**config.mk**
```make
export PLATFORM = sky130hd
export DESIGN_NAME = add_csa_pipe
export DESIGN_NICKNAME = d
export VERILOG_FILES = /design/src/rtl/add_csa_pkg.sv /design/src/rtl/csa_blk.sv /design/src/rtl/add_csa_pipe.sv
export SDC_FILE = /design/constraint.sdc
export NUM_CORES = 1
export LEC_CHECK = 0
export CORE_MARGIN = 2
export CORE_UTILIZATION = 50
export CTS_CLUSTER_DIAMETER = 150
export DETAILED_ROUTE_END_ITERATION = 10
export PLACE_DENSITY = 0.75
export SLEW_MARGIN = 20
export SYNTH_ARGS = -nofsm -noshare
export SYNTH_HDL_FRONTEND = slang
export SYNTH_SLANG_ARGS = --single-unit
export TNS_END_PERCENT = 50
```
**constraint.sdc**
```tcl
create_clock -name clk -period 4.29 [get_ports clk]
set_input_delay 0.858 -clock clk [delete_from_list [all_inputs] [get_ports clk]]
set_output_delay 0.858 -clock clk [all_outputs]
set_load 0.005 [all_outputs]
```
**src/rtl/add_csa_pkg.sv**
```systemverilog
// Shared op encodings and block/stage partitioning helpers for the carry-select pipeline.
package add_csa_pkg;

  typedef enum logic [1:0] {
    OP_ADD = 2'b00,
    OP_SUB = 2'b01,
    OP_ABS = 2'b10,
    OP_RSV = 2'b11
  } op_e;

  function automatic int unsigned num_blocks(int unsigned width, int unsigned blk);
    return (width + blk - 1) / blk;
  endfunction

  // Early stages take the extra block when blocks do not divide evenly.
  function automatic int unsigned stage_blocks(int unsigned nb, int unsigned stages, int unsigned k);
    return nb / stages + ((k < nb % stages) ? 1 : 0);
  endfunction

  function automatic int unsigned stage_first(int unsigned nb, int unsigned stages, int unsigned k);
    int unsigned acc;
    acc = 0;
    for (int unsigned i = 0; i < k; i++) acc += stage_blocks(nb, stages, i);
    return acc;
  endfunction

  function automatic int unsigned block_stage(int unsigned nb, int unsigned stages, int unsigned j);
    int unsigned k;
    k = 0;
    for (int unsigned i = 0; i < stages; i++) begin
      if (j >= stage_first(nb, stages, i)) k = i;
    end
    return k;
  endfunction

endpackage

```
**src/rtl/csa_blk.sv**
```systemverilog
// Dual-carry adder slice: sums for both carry-in values, selected by the incoming carry.
module csa_blk #(
  parameter int unsigned N = 8
) (
  input  logic [N-1:0] a,
  input  logic [N-1:0] b,
  input  logic         cin,
  output logic [N-1:0] s,
  output logic         cout
);

  logic [N:0] r0;
  logic [N:0] r1;

  assign r0   = {1'b0, a} + {1'b0, b};
  assign r1   = {1'b0, a} + {1'b0, b} + (N+1)'(1);
  assign s    = cin ? r1[N-1:0] : r0[N-1:0];
  assign cout = cin ? r1[N] : r0[N];

endmodule

```
**src/rtl/add_csa_pipe.sv**
```systemverilog
// Pipelined carry-select add/sub/abs unit with valid/ready flow control.
module add_csa_pipe
  import add_csa_pkg::*;
#(
  parameter int unsigned WIDTH  = 25,
  parameter int unsigned BLK    = 8,
  parameter int unsigned STAGES = 2
) (
  input  logic             clk,
  input  logic             rst,
  input  logic             in_valid,
  output logic             in_ready,
  input  logic [WIDTH-1:0] a,
  input  logic [WIDTH-1:0] b,
  input  logic [1:0]       op,
  output logic             out_valid,
  input  logic             out_ready,
  output logic [WIDTH-1:0] s,
  output logic             co,
  output logic             swap,
  output logic             zero
);

  localparam int unsigned NB = num_blocks(WIDTH, BLK);
  localparam int unsigned IM = (STAGES > 1) ? STAGES - 1 : 1;

  if (WIDTH < 4 || WIDTH > 64) begin : g_bad_width
    $error("add_csa_pipe: WIDTH must be in 4..64");
  end
  if (STAGES < 1 || STAGES > 4) begin : g_bad_stages
    $error("add_csa_pipe: STAGES must be in 1..4");
  end
  if (BLK < 1 || BLK > WIDTH) begin : g_bad_blk
    $error("add_csa_pipe: BLK must be in 1..WIDTH");
  end

  logic adv;

  logic [WIDTH-1:0] st_a   [STAGES];
  logic [WIDTH-1:0] st_b   [STAGES];
  logic [WIDTH-1:0] st_sum [STAGES];
  logic             st_c   [STAGES];
  logic             st_v   [STAGES];
  logic [1:0]       st_op  [STAGES];

  logic [WIDTH-1:0] a_q   [IM];
  logic [WIDTH-1:0] b_q   [IM];
  logic [WIDTH-1:0] sum_q [IM];
  logic             c_q   [IM];
  logic             v_q   [IM];
  logic [1:0]       op_q  [IM];

  logic [WIDTH-1:0] blk_s;
  logic             blk_ci  [NB];
  logic             blk_co  [NB];
  logic             stg_co  [STAGES];
  logic [WIDTH-1:0] stg_sum [STAGES];

  logic [WIDTH-1:0] s_d, s_q;
  logic             co_d, co_q, swap_d, swap_q, zero_d, zero_q, valid_q;
  logic             sub;

  assign adv      = out_ready || !valid_q;
  assign in_ready = adv;

  // Stage inputs: stage 0 from the ports (b inverted, carry-in set for SUB/ABS), later stages from registers.
  always_comb begin
    sub        = (op == OP_SUB) || (op == OP_ABS);
    st_v[0]    = in_valid;
    st_a[0]    = a;
    st_b[0]    = sub ? ~b : b;
    st_c[0]    = sub;
    st_op[0]   = op;
    st_sum[0]  = '0;
    for (int k = 1; k < int'(STAGES); k++) begin
      st_v[k]   = v_q[k-1];
      st_a[k]   = a_q[k-1];
      st_b[k]   = b_q[k-1];
      st_c[k]   = c_q[k-1];
      st_op[k]  = op_q[k-1];
      st_sum[k] = sum_q[k-1];
    end
  end

  for (genvar j = 0; j < int'(NB); j++) begin : g_blk
    localparam int unsigned LO = j * BLK;
    localparam int unsigned BW = (j == int'(NB) - 1) ? WIDTH - LO : BLK;
    localparam int unsigned SG = block_stage(NB, STAGES, j);

    if (j == int'(stage_first(NB, STAGES, SG))) begin : g_head
      assign blk_ci[j] = st_c[SG];
    end else begin : g_chain
      assign blk_ci[j] = blk_co[j-1];
    end

    csa_blk #(.N(BW)) u_blk (
      .a    (st_a[SG][LO +: BW]),
      .b    (st_b[SG][LO +: BW]),
      .cin  (blk_ci[j]),
      .s    (blk_s[LO +: BW]),
      .cout (blk_co[j])
    );
  end

  for (genvar k = 0; k < int'(STAGES); k++) begin : g_stg
    localparam int unsigned CNT   = stage_blocks(NB, STAGES, k);
    localparam int unsigned FIRST = stage_first(NB, STAGES, k);

    if (CNT == 0) begin : g_pass
      assign stg_co[k]  = st_c[k];
      assign stg_sum[k] = st_sum[k];
    end else begin : g_work
      localparam int unsigned LO = FIRST * BLK;
      localparam int unsigned HI = (FIRST + CNT == NB) ? WIDTH : (FIRST + CNT) * BLK;
      localparam logic [WIDTH-1:0] MASK = ({WIDTH{1'b1}} << LO) & ~({WIDTH{1'b1}} << HI);
      assign stg_co[k]  = blk_co[FIRST + CNT - 1];
      assign stg_sum[k] = (blk_s & MASK) | (st_sum[k] & ~MASK);
    end
  end

  // Final stage: ABS with borrow negates the raw difference to produce b-a.
  always_comb begin
    swap_d = (st_op[STAGES-1] == OP_ABS) && !stg_co[STAGES-1];
    co_d   = stg_co[STAGES-1];
    s_d    = swap_d ? WIDTH'(~stg_sum[STAGES-1] + 1'b1) : stg_sum[STAGES-1];
    zero_d = (s_d == '0);
  end

  always_ff @(posedge clk or posedge rst) begin
    if (rst) begin
      for (int k = 0; k < int'(IM); k++) begin
        v_q[k]   <= 1'b0;
        a_q[k]   <= '0;
        b_q[k]   <= '0;
        c_q[k]   <= 1'b0;
        sum_q[k] <= '0;
        op_q[k]  <= '0;
      end
      valid_q <= 1'b0;
      s_q     <= '0;
      co_q    <= 1'b0;
      swap_q  <= 1'b0;
      zero_q  <= 1'b0;
    end else if (adv) begin
      for (int k = 0; k < int'(STAGES) - 1; k++) begin
        v_q[k]   <= st_v[k];
        a_q[k]   <= st_a[k];
        b_q[k]   <= st_b[k];
        c_q[k]   <= stg_co[k];
        sum_q[k] <= stg_sum[k];
        op_q[k]  <= st_op[k];
      end
      valid_q <= st_v[STAGES-1];
      s_q     <= s_d;
      co_q    <= co_d;
      swap_q  <= swap_d;
      zero_q  <= zero_d;
    end
  end

  assign out_valid = valid_q;
  assign s         = s_q;
  assign co        = co_q;
  assign swap      = swap_q;
  assign zero      = zero_q;

endmodule

```
* After elaboration in Yosys (flattened, before gate mapping)
Index checks and enable logic that the tools add are counted.
Word-level totals: register bits 99, input port bits 56, output and inout bits 30, word-level logic and storage cells 42
Operators by class: add/sub/neg operators 9, equality and inequality tests 3, muxes and demuxes 10, bitwise gates (word level) 3, reductions and logical operators 6
Operators by type and width (number):
- 25-bit 2-to-1 mux | 2
- 25-bit inverter | 2
- 8-bit by 8-bit adder with 9-bit output | 3
- 9-bit by 1-bit adder with 9-bit output, second input constant | 3
- 25-bit by 1-bit adder with 25-bit output, second input constant | 1
- 25-bit zero test | 1
- 25-bit by 16-bit bitwise OR with 25-bit output | 1
- 8-bit 2-to-1 mux | 3
- 1-bit 2-to-1 mux | 5
- 2-bit equality test, second input constant | 2
- 1-bit by 1-bit adder with 2-bit output | 1
- 2-bit by 1-bit adder with 2-bit output, second input constant | 1
- 2-bit by 1-bit equality test with 1-bit output, second input constant | 1
- 1-bit zero test | 2
- 1-bit logical OR | 2
- 1-bit logical AND | 1

* Depth between registers and ports, before layout
Gate-level depths: netlist (run 1).
depth after elaboration 9, mapped depth 16, mapped depth without buffers 15

* Cells and area by module
A second synthesis (run 1) with hierarchy kept.
Unflattened totals: cell total of the unflattened synthesis 609, area total of the unflattened synthesis 5172.5 um^2
Modules (own cells, without submodules):
- add_csa_pipe | times used 1, cells each 427, area each 3622.2 um^2, sequential area each 1676.6 um^2
- csa_blk (g_blk[0].u_blk ...) | times used 2, cells each 58, area each 498.0 um^2, sequential area each 0.0 um^2
- csa_blk (g_blk[2].u_blk) | times used 1, cells each 59, area each 499.2 um^2, sequential area each 0.0 um^2
- csa_blk (g_blk[3].u_blk) | times used 1, cells each 7, area each 55.1 um^2, sequential area each 0.0 um^2

* Worst setup path before layout (run 1)
No wires, ideal clock.
path type input to register, start in op[1], end reg sum_q[11] (netlist name), library setup time 82 ps, data arrival time 4687 ps, required time 4208 ps, setup slack -479 ps, stages 16, path buffers 1, cell sequence xnor2_1 -> clkbuf_1 -> xnor2_1 -> ha_1 -> inv_1 -> fa_1 -> nor2b_1 -> o21ai_0 -> a21boi_0 -> o21ai_0 -> nand2_1 -> xnor2_1 -> nor3_1 -> a21oi_1 -> or4_1 -> a31oi_1
On the way: word-level cells in the longest chain between the ends 7, elaborated cells between the ends (all ways) 10, those cells by class add/sub: 4; eq/ne: 2; mux: 3; reduce/logical: 1
RTL lines:
- from (decl) | line add_csa_pipe.sv:15 | input logic [1:0] op,
- 2-bit by 1-bit equality test with 1-bit output or 2-bit equality test (tied branches) | line add_csa_pipe.sv:68 | sub = (op == OP_SUB) || (op == OP_ABS);
- 1-bit logical OR * | line add_csa_pipe.sv:68
- 25-bit 2-to-1 mux | line add_csa_pipe.sv:71 | st_b[0] = sub ? ~b : b;
- 8-bit by 8-bit adder with 9-bit output | line csa_blk.sv:15, csa_blk.sv:16
- 9-bit by 1-bit adder with 9-bit output | line csa_blk.sv:16 | assign r1 = {1'b0, a} + {1'b0, b} + (N+1)'(1);
- 1-bit 2-to-1 mux | line csa_blk.sv:18 | assign cout = cin ? r1[N] : r0[N];
- 8-bit 2-to-1 mux * | line csa_blk.sv:17 | assign s = cin ? r1[N-1:0] : r0[N-1:0];
- to (signal, indexed assignment) | line add_csa_pipe.sv:150 | sum_q[k] <= stg_sum[k];
- to (decl) | line add_csa_pipe.sv:48 | logic [WIDTH-1:0] sum_q [IM];
Mark *: on every way between the ends. The rest lies on a longest branch, timed or not. A chain may end at the register's enable or synchronous reset.

* Worst setup path after layout (run 1)
start in op[0], end reg c_q
On the way: word-level cells in the longest chain between the ends 7, elaborated cells between the ends (all ways) 10, those cells by class add/sub: 4; eq/ne: 2; mux: 3; reduce/logical: 1
RTL lines:
- 2-bit by 1-bit equality test with 1-bit output or 2-bit equality test (tied branches) | line add_csa_pipe.sv:68
- 1-bit logical OR * | line add_csa_pipe.sv:68
- 25-bit 2-to-1 mux | line add_csa_pipe.sv:71
- 8-bit by 8-bit adder with 9-bit output | line csa_blk.sv:15, csa_blk.sv:16
- 9-bit by 1-bit adder with 9-bit output | line csa_blk.sv:16
- 1-bit 2-to-1 mux | line csa_blk.sv:18
- 1-bit 2-to-1 mux * | line csa_blk.sv:18
- to (signal, indexed assignment) | line add_csa_pipe.sv:149 | c_q[k] <= stg_co[k];
- to (decl) | line add_csa_pipe.sv:49 | logic c_q [IM];
Marks and branches as above.

==> flow_metrics.py, run 1 <==
metrics = {
    "status": {
        "outcome": "finished, final reports clean",
    },
    "floorplan": {
        "core-area_um2": 10370,
        "rows": 37,
        "die_w_um": 107.7,
        "ios": 86,
        "dieArea_um2": 11600,
        "die_height_um": 107.7,
        "start_util": 0.5187,
    },
    "setup_path": {
        "endpoint_kind": "register",
        "path_cells": "clkdlybuf4s50_1 -> xnor2_2 -> buf_4 -> buf_4 -> xnor2_1 -> ha_1 -> o21ai_1 -> a21boi_1 -> buf_4 -> buf_4 -> nor2_1 -> nand3_1 -> or3_4 -> or4_4 -> a21oi_2 -> nor3_1",
        "path_common_cell": "buf_4",
        "path_max_fanout": 7,
        "critPathKind": "in2reg",
        "cp_num_buf_inv": 5,
        "slowest_delay_ps": 520,
        "critPathTopFamily": "simple AND/OR/NAND/NOR gates",
        "slowest_stage": "or4_4",
        "cp_data_arrival_time_ps": 4370,
        "cp.required_ps": 4520,
        "crit_path_start_kind": "input port",
    },
    "place": {
        "gp_congestion": 0.9435,
        "portBuffers": 85,
        "placed_area_um2": 6626,
        "dpl.hpwl_um": 10080,
        "pre_cts_ws_ps": -326.0,
        "numPlacedInstances": 901,
    },
    "final_layout": {
        "nets": 867,
        "fin_cells": 918,
        "syn2layout_area_growth_pct": 28.05,
        "drive_gt1_frac": 0.1164,
        "final_cell_mix": "94 x nand2_1, 85 x clkdlybuf4s50_1, 68 x nor2_1",
        "layout_commonest_cell": "nand2_1",
        "design_area_um2": 6888,
        "antenna_cells": 0,
    },
    "clocking": {
        "cts_tree": "built",
        "cts_made_buffers": 9,
        "clk_latency_ps": 350,
        "clock-sinks": 67,
        "root_buffer": "clkbuf_8",
        "htreeDepth": 3,
        "postCtsHoldBufs": 0,
        "clk_path_buf_depth": 2,
        "clk_pin_slew_ps": 70,
    },
    "sta": {
        "fin_skew_ps": 9.367,
        "finalSetupViolations": 0,
        "final.period_utilization": 0.9643,
        "fin_crit_ps": 4137,
        "max-slew-margin-rel": 0.4111,
        "maxSlewViolCount": 0,
        "hold_violations": 0,
        "worst_slack_ps": 153.0,
        "rsz0062_at_grt": "yes",
        "worstMarginPinSlew_ps": 882.4,
        "fmax_mhz": 241.7,
    },
    "detailed_routing": {
        "via_per_inst": 5.412,
        "drt-total-wl_um": 12870,
        "antenna_left": 0,
        "via_count": 4968,
        "wl_per_cell_um": 14.02,
        "drt-initial-drc-count": 222,
        "drc": 0,
        "first_pass_iters": 4,
    },
    "synthesis": {
        "ys_async_sr_fraction": 1.000,
        "yosysWarnings": 0,
        "synth-main-ff-cell": "dfrtp_1",
        "netlist_instances": 663,
        "yosysTopAreaCellShare": 0.3117,
        "yosys.area.top_type": "dfrtp_1",
        "synthesis.area_um2": 5379,
        "syn-num-nets": 752,
        "ys_ff_latch": 67,
        "yosysUniqueCellTypes": 70,
        "synth_edf_count": 0,
        "ys_seq_area_frac": 0.3117,
        "yosys-top-cells-area": "dfrtp_1 31%, xnor2_1 8.8%, ha_1 7.0%",
        "avgSynthCellArea_um2": 8.113,
    },
    "pwr": {
        "power.leakage_nw": 2.904,
        "total_power_w": 0.003548,
        "ir_worst_vdd_v": 0.0002451,
        "p_per_area_nw_per_um2": 515.1,
    },
    "grt": {
        "overflow": 0,
        "grt_first_pass_wirelength_um": 21660,
        "grt_pass1_vias": 4736,
        "antenna_found_initial": 0,
        "grt_max_degree": 73,
        "grt_usage": 0.2325,
    },
    "min_path": {
        "holdCritPathClass": "reg2reg",
    },
    "job": {
        "max-cap-violations": 0,
    },
}
==> worst min-delay path: cells and delay by family (launching register included) <==
kind / cells / cell delay, ps
DFF: 1 / 340
and+or+nand+nor: 2 / 100
==> through the flow <==
| stage | TNS, ps | util | hold slack [ps] |
|---|---|---|---|
| after floorplan | 0 | - | 430.0 |
| after global routing | -100.2 | 0.6642 | 491.1 |
| after CTS | 0 | 0.6595 | 466.9 |
| after global placement | -836.6 | 0.6390 | 440.2 |
| after detailed placement | -2318 | 0.6390 | 450.4 |
| final | 0 | 0.6642 | 464.0 |
==> Yosys cell counts, types with 4 or more instances <==
cell type / instances
a31oi_1: 8
or3_1: 9
xnor2_1: 54
nor4_1: 5
o31ai_1: 4
nand4_1: 6
nand3_1: 24
clkbuf_1: 21
inv_1: 27
ha_1: 30
nand2_1: 94
xor2_1: 23
a21oi_1: 38
nand2b_1: 11
a211oi_1: 4
nor2b_1: 8
and3_1: 5
nor3_1: 12
dfrtp_1: 67
nand3b_1: 5
nor2_1: 68
o21ai_0: 55
a21o_1: 8
and2_1: 5
==> final cells by class <==
type	count	area (µm²)
clock buffer	14	182.7
clock inverter	1	30.03
fill	893	3482
inverter	28	106.4
multi-input combinational	541	3526
sequential	67	1677
tap	136	170.2
timing repair buffer	131	1196
==> where the power goes <==
group	switching, W	internal (W)
clock network	0.000229	0.000329
registers	0.000213	0.000852
logic	0.000953	0.000972
total	0.00139	0.00215
==> metal layers <==
layer | share of wire | GRT usage | vias to the layer above
met3 | 0.050 | 0.03874 | 16
met5 | 0 | 0 | -
li1 | - | - | 2531
met2 | 0.46 | 0.3778 | 147
met4 | 0.017 | 0.07967 | 0
met1 | 0.47 | 0.3136 | 2274
==> logic make-up (layout without fill, tap and decap cells) <==
logic type | count (synthesis) | in the layout | share of synthesized area
xor+xnor | 78 | 78 | 0.1284
buf+inv | 55 | 174 | 0.04257
simple gates | 282 | 282 | 0.2631
compound gates | 144 | 144 | 0.1656
mux | 4 | 4 | 0.007676
fa+ha+maj | 33 | 33 | 0.08095
flops | 67 | 67 | 0.3117
==> path summary, 6_finish.rpt <==
kind | to | slack (ps) | cells past startpoint | startpoint
max | c_q | 150 | 16 | op[0]
max reg2reg | zero | 480 | 14 | b_q[16]
min in group asynchronous | b_q[21] | 1020 | 2 | rst
min | v_q | 460 | 2 | v_q
min reg2reg | v_q | 460 | 2 | v_q
max in group asynchronous | s[17] | 2530 | 3 | rst
==> sequential cells by signal, indices dropped and copies added, names as in the netlist <==
name / flops
a_q: 9
b_q: 9
c_q: 1
co: 1
op_q: 2
out_valid: 1
s: 25
sum_q: 16
swap: 1
v_q: 1
zero: 1
==> what timing repair did <==
| action | in CTS | in global routing |
|---|---|---|
| buffers inserted | 0 | 2 |
| resized for setup | 0 | 12 |
| endpoints found under the setup margin | 0 | 9 |
Power figures use the tool's default switching activity.
==> run 2, diff against run 1 <==
- SKIP_LAST_GASP: unset -> 1
- clock period: 4.29 -> 4.1 ns (I/O delays scaled with it)
==> run 2 against run 1 <==
Combinational power is 5% higher. Register-to-register slack worse by 80 ps. Clock power fell by 1%. Hold slack got worse by 2.7 ps. Via count is 0.83% lower. Largest power group unchanged. Clock-buffer cell count down 3. Core utilization shrank 0.47 points. Die area is the same.
==> flow_metrics.py, run 2 (same netlist as run 1, synthesis figures left out) <==
metrics = {
    "clocking": {
        "clk_pin_slew_ps": 70,
        "clk_latency_ps": 360,
        "cts_made_buffers": 9,
        "clk_path_buf_depth": 2,
        "clock-sinks": 67,
        "postCtsHoldBufs": 0,
        "cts_tree": "built",
        "htreeDepth": 3,
        "root_buffer": "clkbuf_8",
    },
    "pwr": {
        "p_per_area_nw_per_um2": 537.9,
        "power.switching_w": 0.001480,
        "seqPwrFrac": 0.304,
        "p_comb_frac": 0.546,
        "pwr-share-clk": 0.150,
        "p_sw_frac": 0.4023,
        "ir_worst_vdd_v": 0.0002291,
        "power.leakage_nw": 2.890,
        "p_int_w": 0.002199,
    },
    "setup_path": {
        "reg2reg_to": "zero",
        "cp.required_ps": 4340,
        "critPathKind": "in2reg",
        "endpoint": "c_q",
        "cp_data_arrival_time_ps": 4020,
        "path_depth": 15,
        "crit_start": "b[0]",
        "r2r_start": "b_q[16]",
        "r2r_cells": 12,
        "ff2ff_setup_slack_ps": 400,
        "path_max_fanout": 4,
        "path_cells": "clkdlybuf4s50_1 -> xnor2_1 -> ha_1 -> inv_1 -> fa_1 -> nor2b_1 -> o21ai_0 -> a21boi_1 -> o21ai_0 -> nand2_1 -> xnor2_1 -> or3_1 -> or4_4 -> a21oi_1 -> nor3_1",
        "critPathTopFamily": "simple AND/OR/NAND/NOR gates",
        "slowest_delay_ps": 530,
        "slowest_stage": "or4_4",
        "cp_num_buf_inv": 2,
        "endpoint_kind": "register",
        "crit_path_start_kind": "input port",
    },
    "final_layout": {
        "antenna_cells": 0,
        "final_cell_mix": "94 x nand2_1, 83 x clkdlybuf4s50_1, 68 x nor2_1",
        "layout_commonest_cell": "nand2_1",
        "nets": 864,
        "largest_reg_flops": 25,
        "drive_gt1_frac": 0.1090,
        "n_fill_cell": 918,
        "syn2layout_area_growth_pct": 27.15,
    },
    "grt": {
        "overflow": 0,
        "grt_usage": 0.2380,
        "grt_first_pass_wirelength_um": 22160,
        "antenna_found_initial": 0,
        "grt_pass1_vias": 4778,
        "grt_max_degree": 73,
    },
    "status": {
        "outcome": "finished, final reports clean",
    },
    "sta": {
        "fin_crit_ps": 3779,
        "max-slew-margin-rel": 0.4238,
        "worst_slack_ps": 320.5,
        "final.period_utilization": 0.9218,
        "fin_skew_ps": 12.63,
        "finalSetupViolations": 0,
        "fin_hold_ws_ps": 461.3,
        "maxSlewViolCount": 0,
        "worstMarginPinSlew_ps": 863.1,
        "rsz0062_at_grt": "no",
        "fmax_mhz": 264.6,
        "hold_violations": 0,
    },
    "place": {
        "dpl.hpwl_um": 10270,
        "pre_cts_ws_ps": -386.3,
        "portBuffers": 85,
        "gp_congestion": 0.9218,
    },
    "floorplan": {
        "core-area_um2": 10370,
        "rows": 37,
        "start_util": 0.5187,
        "die_height_um": 107.7,
        "dieArea_um2": 11600,
        "ios": 86,
        "die_w_um": 107.7,
    },
    "detailed_routing": {
        "drt-initial-drc-count": 234,
        "drt-total-wl_um": 12910,
        "wl_per_cell_um": 14.10,
        "via_count": 4927,
        "first_pass_iters": 5,
        "via_per_inst": 5.379,
        "antenna_left": 0,
        "drc": 0,
    },
    "min_path": {
        "holdCritPathClass": "reg2reg",
    },
    "job": {
        "max-cap-violations": 0,
    },
}
==> run 2: cell types whose count changed in the layout (fill, tap and decap cells not counted), moves of 3 or more <==
cell,change
a21oi_1,+3
a21oi_2,-3
buf_4,-3
clkbuf_8,-3
==> run 2: worst min path at each step <==
stage | startpoint | to | slack [ps] | cells past startpoint
floorplan | v_q | v_q | 430 | 2
global placement | v_q | v_q | 440 | 2
detailed placement | v_q | v_q | 450 | 2
CTS | v_q | out_valid | 460 | 1
global route | v_q | out_valid | 470 | 1
finish | v_q | out_valid | 460 | 1
==> run 2: worst register-to-register path: cells and delay by family (launching register included) <==
kind / cells / cell delay, ps
AOI/OAI and AO/OA: 4 / 1090
adders and majority gates: 3 / 1120
DFF: 1 / 420
and+or+nand+nor: 5 / 980
==> run 2: area by class of cell <==
class	instances	area, µm²	share of cell area
sequential	67	1677	0.2452
multi-input combinational	541	3515	0.5139
inverter	28	105.1	0.01537
clock inverter	5	52.55	0.007684
clock buffer	11	141.4	0.02067
tap	136	170.2	0.02488
timing repair buffer	128	1179	0.1723
==> run 2: stage by stage <==
step                      TNS, ps  cell area (µm²)  power, W  instances  utilization
after detailed placement    -2825             6630  0.003130        900       0.6394
after global routing            0             6839  0.003998        916       0.6595
after global placement      -1870             6630  0.003058        900       0.6394
after floorplan                 0             5406  0.002358        663            -
final                           0             6839  0.003679        916       0.6595
after CTS                       0             6824  0.003691        916       0.6581
==> run 2: layer usage <==
metal,GRT usage,vias up,wire length (µm),share of wire
met3,0.04358,13,595,0.046
met4,0.06410,0,169,0.013
met5,0,-,0,0
met2,0.3877,110,6038,0.47
li1,-,2524,-,-
met1,0.3251,2280,6111,0.47
==> run 2: what timing repair did <==
item / CTS / global route
buffers inserted: 0 / 0
pin swaps: 1 / 1
endpoints found under the setup margin: 2 / 9
resized for setup: 1 / 6
==> run 2: power by group through the flow <==
stage | logic (W) | clock network, W | registers (W)
2_1_floorplan | 0.00131 | 0 | 0.00105
6_report | 0.00201 | 0.000552 | 0.00112
3_5_place_dp | 0.00200 | 0 | 0.00113
4_1_cts | 0.00201 | 0.000563 | 0.00112
3_3_place_gp | 0.00194 | 0 | 0.00112
5_1_grt | 0.00224 | 0.000600 | 0.00116
==> run 3, diff against run 2 <==
- CORE_MARGIN: 2 -> 3
- CORE_UTILIZATION: 50 -> 55
- CTS_CLUSTER_DIAMETER: 150 -> 60
- PLACE_DENSITY: 0.75 -> 0.82
==> run 3 against run 2 <==
Clock power down 1%. Wire length up 5.0%. Sequential power about the same. Non-clock buffer count up 1. Critical path depth down 1. Register-to-register slack worse by 70 ps. Critical endpoint is now zero. Highest routed layer unchanged.
==> flow_metrics.py, run 3 (same netlist as run 1, synthesis figures left out) <==
metrics = {
    "grt": {
        "grt_pass1_vias": 4953,
        "grt_usage": 0.2529,
        "grt_first_pass_wirelength_um": 23080,
        "grt_max_degree": 64,
        "antenna_found_initial": 0,
        "overflow": 0,
    },
    "final_layout": {
        "largest_reg_flops": 25,
        "design_area_um2": 6857,
        "multi_input_area_um2": 3540,
        "drive_gt1_frac": 0.1140,
        "antenna_cells": 0,
        "regArea_um2": 1677,
        "fin_cells": 910,
        "final_cell_mix": "94 x nand2_1, 83 x clkdlybuf4s50_1, 68 x nor2_1",
        "n_fill_cell": 770,
        "final_util": 0.7316,
        "nets": 865,
        "syn2layout_area_growth_pct": 27.47,
        "layout_commonest_cell": "nand2_1",
    },
    "min_path": {
        "holdCritStartpoint": "v_q",
        "hold_depth": 1,
        "hold_end": "out_valid",
        "holdCritPathClass": "reg2reg",
    },
    "clocking": {
        "clk_pin_slew_ps": 70,
        "cts_made_buffers": 9,
        "cts_tree": "built",
        "clock-sinks": 67,
        "root_buffer": "clkbuf_8",
        "clk_path_buf_depth": 2,
        "postCtsHoldBufs": 0,
        "clk_latency_ps": 350,
        "htreeDepth": 3,
    },
    "detailed_routing": {
        "drt-total-wl_um": 13560,
        "wl_per_cell_um": 14.90,
        "drt-initial-drc-count": 222,
        "via_per_inst": 5.657,
        "antenna_left": 0,
        "first_pass_iters": 5,
        "drc": 0,
        "via_count": 5148,
    },
    "status": {
        "outcome": "finished, final reports clean",
    },
    "sta": {
        "finalSetupViolations": 0,
        "hold_violations": 0,
        "rsz0062_at_grt": "no",
        "fmax_mhz": 265.6,
        "fin_crit_ps": 3765,
        "final.period_utilization": 0.9183,
        "maxSlewViolCount": 0,
        "worstMarginPinSlew_ps": 890.2,
        "fin_skew_ps": 13.26,
        "max-slew-margin-rel": 0.4065,
        "setup_tns_ps": 0,
    },
    "pwr": {
        "p_per_area_nw_per_um2": 538.8,
        "ir_worst_vdd_v": 0.0002255,
        "total_power_w": 0.003694,
        "power.leakage_nw": 2.892,
    },
    "place": {
        "gp_congestion": 1.022,
        "numPlacedInstances": 893,
        "placed_area_um2": 6621,
        "dpl.hpwl_um": 10490,
        "portBuffers": 85,
    },
    "setup_path": {
        "reg2reg_to": "zero",
        "cp_data_arrival_time_ps": 4020,
        "r2r_start": "a_q[16]",
        "ff2ff_setup_slack_ps": 330,
        "path_max_fanout": 7,
        "r2r_cells": 14,
        "crit_path_start_kind": "register",
        "critPathKind": "reg2reg",
        "cp.required_ps": 4350,
        "endpoint_kind": "register",
    },
    "floorplan": {
        "core-area_um2": 9371,
        "dieArea_um2": 11000,
        "die_height_um": 104.9,
        "ios": 86,
        "rows": 35,
        "die_w_um": 104.9,
        "start_util": 0.5740,
    },
    "job": {
        "max-cap-violations": 0,
    },
}
run 3: cell count changes in the layout (fill, tap and decap cells not counted), moves of 2 or more:
cell and change:
a21oi_1 -2, a21oi_2 +2, clkbuf_1 +2, o21ai_0 -2, o21ai_1 +2
run 3: worst max path at each step:
stage / startpoint / end / slack (ps) / depth (start not counted)
6_report: a_q[16] / zero / 330 / 14
5_1_grt: a_q[16] / zero / 90 / 12
3_3_place_gp: op[1] / c_q / -250 / 16
2_1_floorplan: op[1] / c_q / 7 / 16
4_1_cts: op[1] / sum_q[9] / -0.3 / 17
3_5_place_dp: op[1] / sum_q[12] / -390 / 17
run 3: metrics by stage:
| step | hold slack [ps] | setup WS, ps |
|---|---|---|
| after floorplan | 430.0 | 7.374 |
| after global placement | 440.8 | -251.0 |
| after detailed placement | 455.8 | -387.2 |
| after CTS | 469.8 | -0.3384 |
| after global routing | 477.3 | 87.16 |
| final | 469.2 | 335.0 |
run 3: cell type report:
class / count / area share
Clock inverter: 4 / 0.007482
Tap cell: 129 / 0.02354
Sequential cell: 67 / 0.2445
Timing Repair Buffer: 129 / 0.1730
Clock buffer: 12 / 0.01971
Inverter: 28 / 0.01551
Multi-Input combinational cell: 541 / 0.5162
run 3: where the power goes:
group          switching (W)  leakage [nW]  internal [W]  total, W
logic                0.00101          2.01       0.00102   0.00203
clock network       0.000262        0.0906      0.000282  0.000544
registers           0.000231         0.790      0.000891   0.00112
run 3: critical path: stages, from the launching register on:
cell	delay [ps]
dfrtp_1	390
ha_1	290
fa_1	600
ha_1	180
nand2_1	70
and2b_1	260
nor3b_2	200
xnor2_1	80
buf_4	150
and2_1	180
and4b_1	180
or3_4	340
a2111oi_4	340
nand4b_1	120
o31ai_1	260
run 3: what timing repair did:
item                                    4_1_cts  5_1_grt
pin swaps                                     0        4
buffers inserted                              0        1
resized for setup                             1       13
endpoints found under the setup margin        3        9
run 3: metal layers:
| layer | GRT usage | routed length (µm) | vias to the layer above |
|---|---|---|---|
| met1 | 0.3360 | 5754 | 2375 |
| met5 | 0 | 0 | - |
| met3 | 0.04138 | 922 | 31 |
| met4 | 0.07029 | 253 | 0 |
| li1 | - | - | 2528 |
| met2 | 0.4271 | 6631 | 214 |
